`src/rtl/dot_product_stream_if.sv`:
```
// Operand-beat and result handshake bundle for dot_product_stream.
// The engine uses the slave view; the operand source / result sink uses master.
interface dot_product_stream_if #(
    parameter int N         = 4,
    parameter int DW        = 8,
    parameter int MAX_BEATS = 16
);
    localparam int PW = 2 * DW;
    localparam int LW = PW + $clog2(N);
    localparam int OW = LW + $clog2(MAX_BEATS);
    localparam int BW = $clog2(MAX_BEATS) + 1;

    logic              in_valid;
    logic              in_ready;
    logic              in_last;
    logic [N*DW-1:0]   inp1;
    logic [N*DW-1:0]   inp2;
    logic              out_valid;
    logic              out_ready;
    logic [OW-1:0]     sums;
    logic [BW-1:0]     out_beats;
    logic              out_ovf;

    modport slave (
        input  in_valid, in_last, inp1, inp2, out_ready,
        output in_ready, out_valid, sums, out_beats, out_ovf
    );

    modport master (
        output in_valid, in_last, inp1, inp2, out_ready,
        input  in_ready, out_valid, sums, out_beats, out_ovf
    );
endinterface

```
`src/rtl/dot_product_stream.sv`:
```
// Streaming N-lane dot product accumulated over up to MAX_BEATS beats per vector.
// Latency: last beat accepted on edge E0 -> result valid after edge E2.
// Backpressure: a held result (out_valid && !out_ready) freezes the whole pipe; in_ready = !that.
module dot_product_stream #(
    parameter int N         = 4,
    parameter int DW        = 8,
    parameter int MAX_BEATS = 16,
    parameter int SIGNED    = 1
) (
    input logic                 clk,
    input logic                 reset,
    dot_product_stream_if.slave bus
);
    localparam int PW = 2 * DW;
    localparam int LW = PW + $clog2(N);
    localparam int OW = LW + $clog2(MAX_BEATS);
    localparam int BW = $clog2(MAX_BEATS) + 1;
    localparam logic [BW-1:0] MAXB = BW'(MAX_BEATS);

    logic          w_adv;
    logic [PW-1:0] w_prod [N];
    logic [LW-1:0] w_pext;
    logic [LW-1:0] w_lsum;
    logic [OW-1:0] w_s2_ext;
    logic [OW-1:0] w_acc_sum;
    logic [BW-1:0] w_cnt_inc;
    logic          w_ovf_next;

    logic          r_s1_vld;
    logic          r_s1_last;
    logic [PW-1:0] r_prod [N];
    logic          r_s2_vld;
    logic          r_s2_last;
    logic [LW-1:0] r_s2_sum;
    logic [OW-1:0] r_acc;
    logic [BW-1:0] r_cnt;
    logic          r_ovf;
    logic          r_out_vld;
    logic [OW-1:0] r_sums;
    logic [BW-1:0] r_beats;
    logic          r_out_ovf;

    assign w_adv        = !(r_out_vld && !bus.out_ready);
    assign bus.in_ready = w_adv;

    always_comb begin
        for (int i = 0; i < N; i++) begin
            if (SIGNED != 0)
                w_prod[i] = PW'($signed(bus.inp1[i*DW +: DW])) * PW'($signed(bus.inp2[i*DW +: DW]));
            else
                w_prod[i] = PW'(bus.inp1[i*DW +: DW]) * PW'(bus.inp2[i*DW +: DW]);
        end
    end

    always_comb begin
        w_pext = '0;
        w_lsum = '0;
        for (int i = 0; i < N; i++) begin
            if (SIGNED != 0)
                w_pext = LW'($signed(r_prod[i]));
            else
                w_pext = LW'(r_prod[i]);
            w_lsum = w_lsum + w_pext;
        end
    end

    always_comb begin
        if (SIGNED != 0)
            w_s2_ext = OW'($signed(r_s2_sum));
        else
            w_s2_ext = OW'(r_s2_sum);
        w_acc_sum  = r_acc + w_s2_ext;
        // Counter saturates at MAX_BEATS; the sticky flag records any beat past it.
        w_cnt_inc  = (r_cnt == MAXB) ? MAXB : r_cnt + BW'(1);
        w_ovf_next = r_ovf | (r_cnt == MAXB);
    end

    always_ff @(posedge clk or negedge reset) begin
        if (!reset) begin
            r_s1_vld  <= 1'b0;
            r_s1_last <= 1'b0;
            for (int i = 0; i < N; i++) r_prod[i] <= '0;
            r_s2_vld  <= 1'b0;
            r_s2_last <= 1'b0;
            r_s2_sum  <= '0;
            r_acc     <= '0;
            r_cnt     <= '0;
            r_ovf     <= 1'b0;
            r_out_vld <= 1'b0;
            r_sums    <= '0;
            r_beats   <= '0;
            r_out_ovf <= 1'b0;
        end else if (w_adv) begin
            r_s1_vld  <= bus.in_valid;
            r_s1_last <= bus.in_valid & bus.in_last;
            if (bus.in_valid)
                for (int i = 0; i < N; i++) r_prod[i] <= w_prod[i];
            r_s2_vld  <= r_s1_vld;
            r_s2_last <= r_s1_last;
            if (r_s1_vld) r_s2_sum <= w_lsum;
            // With adv high a held result is being taken, so out_valid drops unless reloaded.
            if (r_s2_vld && r_s2_last) begin
                r_sums    <= w_acc_sum;
                r_beats   <= w_cnt_inc;
                r_out_ovf <= w_ovf_next;
                r_out_vld <= 1'b1;
                r_acc     <= '0;
                r_cnt     <= '0;
                r_ovf     <= 1'b0;
            end else begin
                r_out_vld <= 1'b0;
                if (r_s2_vld) begin
                    r_acc <= w_acc_sum;
                    r_cnt <= w_cnt_inc;
                    r_ovf <= w_ovf_next;
                end
            end
        end
    end

    assign bus.out_valid = r_out_vld;
    assign bus.sums      = r_sums;
    assign bus.out_beats = r_beats;
    assign bus.out_ovf   = r_out_ovf;
endmodule

```
`src/flat_wrapper.sv`:
```
// flat-port wrapper written by rule: the top's interface ports become plain ports
module dot_product_stream_flat 
#(
    parameter int N         = 4,
    parameter int DW        = 8,
    parameter int MAX_BEATS = 16,
    parameter int SIGNED    = 1
)
  (clk, reset, bus_in_valid, bus_in_last, bus_inp1, bus_inp2, bus_out_ready, bus_in_ready, bus_out_valid, bus_sums, bus_out_beats, bus_out_ovf);
  dot_product_stream_if #(.N(N), .DW(DW), .MAX_BEATS(MAX_BEATS)) bus_i ();
  input logic clk;
  input logic reset;
  input wire logic [$bits(bus_i.in_valid)-1:0] bus_in_valid;
  input wire logic [$bits(bus_i.in_last)-1:0] bus_in_last;
  input wire logic [$bits(bus_i.inp1)-1:0] bus_inp1;
  input wire logic [$bits(bus_i.inp2)-1:0] bus_inp2;
  input wire logic [$bits(bus_i.out_ready)-1:0] bus_out_ready;
  output wire logic [$bits(bus_i.in_ready)-1:0] bus_in_ready;
  output wire logic [$bits(bus_i.out_valid)-1:0] bus_out_valid;
  output wire logic [$bits(bus_i.sums)-1:0] bus_sums;
  output wire logic [$bits(bus_i.out_beats)-1:0] bus_out_beats;
  output wire logic [$bits(bus_i.out_ovf)-1:0] bus_out_ovf;
  assign bus_i.in_valid = bus_in_valid;
  assign bus_i.in_last = bus_in_last;
  assign bus_i.inp1 = bus_inp1;
  assign bus_i.inp2 = bus_inp2;
  assign bus_i.out_ready = bus_out_ready;
  assign bus_in_ready = bus_i.in_ready;
  assign bus_out_valid = bus_i.out_valid;
  assign bus_sums = bus_i.sums;
  assign bus_out_beats = bus_i.out_beats;
  assign bus_out_ovf = bus_i.out_ovf;
  dot_product_stream #(.N(N), .DW(DW), .MAX_BEATS(MAX_BEATS), .SIGNED(SIGNED)) u_core (.clk(clk), .reset(reset), .bus(bus_i));
endmodule
```
`config.mk`:
```
export PLATFORM = sky130hd
export DESIGN_NAME = dot_product_stream_flat
export DESIGN_NICKNAME = d
export VERILOG_FILES = /design/src/rtl/dot_product_stream_if.sv /design/src/rtl/dot_product_stream.sv /design/src/flat_wrapper.sv
export SDC_FILE = /design/constraint.sdc
export NUM_CORES = 1
export LEC_CHECK = 0
export CAP_MARGIN = 30
export CORE_MARGIN = 4
export CORE_UTILIZATION = 44
export CTS_BUF_LIST = sky130_fd_sc_hd__clkbuf_8
export DETAILED_ROUTE_END_ITERATION = 10
export GPL_ROUTABILITY_DRIVEN = 0
export GPL_TIMING_DRIVEN = 0
export HOLD_SLACK_MARGIN = 0.12
export SYNTH_ARGS = -nofsm -noshare
export SYNTH_HDL_FRONTEND = slang
export SYNTH_SLANG_ARGS = --single-unit
export TNS_END_PERCENT = 100
```
`constraint.sdc`:
```
create_clock -name clk -period 4.7 [get_ports clk]
set_input_delay 0.94 -clock clk [delete_from_list [all_inputs] [get_ports clk]]
set_output_delay 0.94 -clock clk [all_outputs]
set_load 0.02 [all_outputs]
```
=== Yosys cells after proc, flatten, opt, wreduce, memory -nomap -nowiden ===
Index checks and enable logic that the tools add are counted.

* Mux-type cells: 8
* Bitwise logic cells: 3
* Order comparisons: 0
* Multiply operators: 4
* Reduce and logical (&&, ||, !) cells: 9
* Add/sub/neg operators: 5
* Div/mod/pow operators: 0
* Shifts and indexed selects: 0
* Eq/ne operators: 1

{| class="wikitable"
|+ Operators with widths
! kind !! count
|-
| 8-bit by 8-bit multiplier with 16-bit output || 4
|-
| 22-bit two-way mux || 2
|-
| 18-bit adder || 2
|-
| 22-bit adder || 1
|-
| 16-bit by 16-bit adder with 17-bit output || 1
|-
| 5-bit two-way mux || 3
|-
| 2-bit AND reduction || 4
|-
| 5-bit by 1-bit adder with 5-bit output, second input constant || 1
|-
| 5-bit == test, second input constant || 1
|-
| 1-bit two-way mux || 3
|-
| 1-bit logical AND || 2
|-
| 1-bit logical NOT || 2
|-
| 2-bit nonzero test || 1
|-
| 1-bit bitwise AND || 1
|-
| 1-bit inverter || 1
|-
| 1-bit OR || 1
|}

* Logic and storage cells: 46
* Register bits: 143
* RAM bits: 0
* Memories kept: 0
* Output and inout bits: 30
* Input port bits: 69
* Memory bits (read-only): 0
* Latch bits: 0

=== Depth between registers and ports, before layout ===
* Word-level depth: 4
* Depth in mapped cells: 20
* Mapped depth without buffers: 20

=== Worst setup path before layout ===
OpenSTA, ideal clock, no wires.

* Path kind: input to register
* Start: input bus_inp2[18]
* End: register u_core.r_prod[30] (netlist bit)
* Required time: 4580 ps
* Library setup time: 120 ps
* Stages: 16
* Arrival time: 4695 ps
* Path slack: -115 ps
* Cell sequence: and2_1 -> fa_1 -> inv_1 -> fa_1 -> inv_1 -> fa_1 -> inv_1 -> fa_1 -> inv_1 -> ha_1 -> o21ai_0 -> a21boi_0 -> o21ai_0 -> a311oi_1 -> or3_1 -> a41o_1

* Cells in the longest elaborated chain, start to end: 1

{| class="wikitable"
|+ RTL lines
! item !! RTL line !! text
|-
| start: declaration || flat_wrapper.sv:16 || <nowiki>input wire logic [$bits(bus_i.inp2)-1:0] bus_inp2;</nowiki>
|-
| 8-bit by 8-bit multiplier with 16-bit output || dot_product_stream.sv:49 || <nowiki>w_prod[i] = PW'($signed(bus.inp1[i*DW +: DW])) * PW'($signed(bus.inp2[i*DW +: DW]));</nowiki>
|-
| end: declaration || dot_product_stream.sv:31 || <nowiki>logic [PW-1:0] r_prod [N];</nowiki>
|}

No other way between the ends.
A chain may end at the register's enable or synchronous reset.

=== Worst setup path in the final report ===
* Start: input bus_inp1[4]
* End: register u_core.r_prod[63] (netlist bit)

* Cells in the longest elaborated chain, start to end: 1

{| class="wikitable"
|+ RTL lines
! item !! RTL line !! text
|-
| start: declaration || flat_wrapper.sv:15 || <nowiki>input wire logic [$bits(bus_i.inp1)-1:0] bus_inp1;</nowiki>
|-
| 8-bit by 8-bit multiplier with 16-bit output || dot_product_stream.sv:49 ||
|}

No other way between the ends.

==> flow_metrics.py <==
metrics = {
    "layout": {
        "final_common_cell": "inv_1",
        "num_antenna_cells": 0,
        "nets": 2581,
        "syn_to_final_growth_pct": 12.7,
        "mostFrequentLayoutCells": "383 x inv_1, 236 x fa_1, 182 x nand2_1",
        "layout-drive-gt1-share_pct": 11.2,
    },
    "sta": {
        "timing.hold.ws_ns": 0.410,
        "slew_headroom_pct": 33.4,
        "finalCritPeriodShare_pct": 98.0,
        "rsz0062_at_grt": "yes",
        "hold_violations": 0,
        "report.final.setup_viol": 0,
        "drv_slew": 0,
        "max_freq_mhz": 217,
        "worst_pin_slew_ns": 0.999,
        "period_needed_ns": 4.60,
        "clock_skew_ns": 0.0159,
    },
    "placed_design": {
        "io_buffers": 97,
        "dp_hpwl_mm": 33.3,
    },
    "route": {
        "ant_nets": 0,
        "route.detailed.drc": 0,
        "viasPerCell": 5.07,
        "routed_wl_mm": 40.3,
        "first_iter_violations": 542,
        "vias": 13400,
        "dr.pass1.iters": 5,
        "wl_per_cell_um": 15.2,
    },
    "critical_path": {
        "worstPathRequired_ns": 5.02,
        "r2r_slack_ns": 0.32,
        "reg2reg_to": "u_core.r_s2_sum[16]$_DFFE_PN0P_",
        "r2r-start": "u_core.r_prod[50]$_DFFE_PN0P_",
        "crit_fanout": 8,
        "critPathMostFrequentCell": "fa_1",
        "critPathKind": "input port to register",
        "critPathArrivalTime_ns": 4.93,
        "endpoint_kind": "register",
        "startpoint_type": "input port",
        "cp_slowest_cell": "fa_1",
        "reg2reg_depth": 17,
        "max_stage_delay_ns": 0.56,
        "crit_chain": "buf_6, and2_4, fa_1, inv_1, fa_1, inv_2, fa_1, inv_2, fa_1, inv_2, ha_4, or3_4, a221oi_4, nor4_2, o31a_1, nor2_1, xnor2_1, o21ai_1",
    },
    "synth": {
        "synthArstFlopShare_pct": 100,
        "synth_edf_count": 0,
        "synth_top_family_by_area": "adder cells",
        "synth.yosys.seq_area_share_pct": 19.6,
        "synth_area_um2": 18300,
        "syn_nets": 2456,
        "synth_xor_area_share_pct": 5.04,
        "synthTopCellsByArea": "fa_1 26%, dfrtp_1 20%, ha_1 12%",
        "yosys_warnings": 0,
        "synth_cells": 1976,
        "synth_compound_area_share_pct": 12.0,
        "synthFlopType": "dfrtp_1",
        "synth_top_area_share_pct": 26.3,
        "netlist-cell-type-count": 61,
        "synthAdderAreaFrac_pct": 38.0,
        "synthMuxAreaShare_pct": 1.97,
        "avgSynthCellArea_um2": 9.24,
        "synth-seq-cells": 143,
        "synth_top_cell_by_area": "fa_1",
        "synth_simple_gate_area_share_pct": 14.7,
    },
    "cts": {
        "clkSinkCount": 143,
        "clkLatencyLatePin_ns": 0.46,
        "cts_tree": "built",
        "path_clk_slew_ns": 0.09,
        "numCtsBuffers": 17,
        "h-tree-depth": 4,
        "clockBufferDepth": 2,
        "root_buffer": "clkbuf_8",
    },
    "floorplanning": {
        "dieArea_um2": 44800,
        "die_h_um": 212,
        "die_w_um": 212,
        "fp-row-count": 74,
        "core_area_um2": 40900,
        "start_util_pct": 44.6,
        "io_pins": 99,
    },
    "grt": {
        "grt_max_degree": 98,
        "grt_use_total_pct": 18.6,
        "antenna_found_initial": 0,
        "grt_pass1_wl_mm": 69.2,
        "gr-usage-met3_pct": 1.78,
        "grt_pass1_vias": 14000,
        "use_met2_pct": 32.5,
        "busiest_layer": "met2",
        "use_met1_pct": 25.7,
        "grt.overflow.total": 0,
    },
    "status": {
        "status": "completed",
    },
    "job": {
        "drv_cap": 0,
    },
    "min_path": {
        "hold_path_class": "input port to asynchronous set/reset pin",
    },
}
==> worst max-delay path by stage <==
stage | startpoint | to | slack, ns | cells after the start
after CTS | bus_inp2[25] | u_core.r_prod[15]$_DFFE_PN0P_ | -0.01 | 18
after global placement | reset | u_core.r_prod[63]$_DFFE_PN0P_ | -3.04 | 1
after global routing | bus_inp2[4] | u_core.r_prod[61]$_DFFE_PN0P_ | -0.02 | 18
after floorplan | bus_inp2[2] | u_core.r_prod[63]$_DFFE_PN0P_ | -0.02 | 17
after detailed placement | bus_inp1[24] | u_core.r_prod[15]$_DFFE_PN0P_ | -1.05 | 17
final | bus_inp1[4] | u_core.r_prod[63]$_DFFE_PN0P_ | 0.1 | 18
==> cell type report <==
cell class                 instances  area, µm²
fill                            3918      20300
multi-input combinational       1409      13400
sequential                       143       3580
inverter                         394       1480
timing repair buffer             106        878
tap                              532        666
clock buffer                      17        234
clock inverter                    15        186
buffer                            30        118
==> critical path, delay by kind of cell <==
| family | cells | cell delay, ns |
|---|---|---|
| AO/OA/AOI/OAI | 3 | 0.56 |
| XOR/XNOR | 1 | 0.16 |
| adder cells (fa/ha/maj) | 5 | 2.28 |
| buffers and inverters | 5 | 0.32 |
| AND/OR/NAND/NOR | 4 | 0.67 |
==> routing by layer <==
layer / vias to the layer above / part of all wire, %
met1: 6662 / 47
met5: - / 0
met4: 0 / 1.4
met2: 175 / 49
li1: 6549 / -
met3: 34 / 2.3
==> per-stage QoR <==
stage / cells / util, % / setup TNS, ns / cell area [µm²] / setup WS (ns)
after CTS: 2642 / 49.8 / -0.0114 / 20400 / -0.0114
after global routing: 2646 / 50.3 / -0.0603 / 20600 / -0.0246
after detailed placement: 2606 / 48.8 / -23.34 / 20000 / -1.05
after global placement: 2605 / 48.7 / -454.87 / 19900 / -3.04
after floorplan: 1976 / - / -0.0308 / 18300 / -0.0192
final: 2646 / 50.3 / 0 / 20600 / 0.0962
==> flip-flops by register name (all words and copies together), names as in the netlist <==
| register | count |
|---|---|
| u_core.r_s2_sum | 18 |
| u_core.r_cnt | 5 |
| u_core.bus.out_ovf | 1 |
| u_core.r_prod | 64 |
| u_core.r_ovf | 1 |
| u_core.r_s1_last | 1 |
| u_core.r_s2_vld | 1 |
| u_core.bus.out_valid | 1 |
| u_core.r_s1_vld | 1 |
| u_core.r_acc | 22 |
| u_core.bus.out_beats | 5 |
| u_core.bus.sums | 22 |
| u_core.r_s2_last | 1 |
==> cell families (layout without fill, tap and decap cells) <==
logic type               after synthesis  after routing
AND/OR/NAND/NOR                      520            520
buffers and inverters                424            562
adder cells (fa/ha/maj)              411            411
AO/OA/AOI/OAI                        341            341
flip-flops                           143            143
XOR/XNOR                             105            105
multiplexers                          32             32
==> repair_timing <==
item,in CTS,in global routing
hold buffers,0,0
pin swaps,8,36
resized for setup,253,192
setup endpoints to repair,27,23
buffers inserted,4,4
==> cells in the mapped netlist (5+ instances only) <==
master and number:
and2_1 165, nand2b_1 22, o21ai_0 120, inv_1 394, nor3b_1 7, a21o_1 31
o21bai_1 7, o21ai_1 6, xor2_1 40, a21oi_1 62, fa_1 240, xnor2_1 65
ha_1 171, a211oi_1 15, nand3_1 10, and3_1 9, dfrtp_1 143, o211ai_1 7
mux2_2 32, a21boi_0 5, nor2b_1 33, a22o_1 9, nor3_1 11, or2_2 5
clkbuf_1 21, nand2_1 186, o21a_1 17, buf_1 5, o31ai_1 20, or3_1 7
nor2_1 49
Power is not shown: default switching activity piles up to over one toggle a cycle in this logic, so the estimate is an artifact.
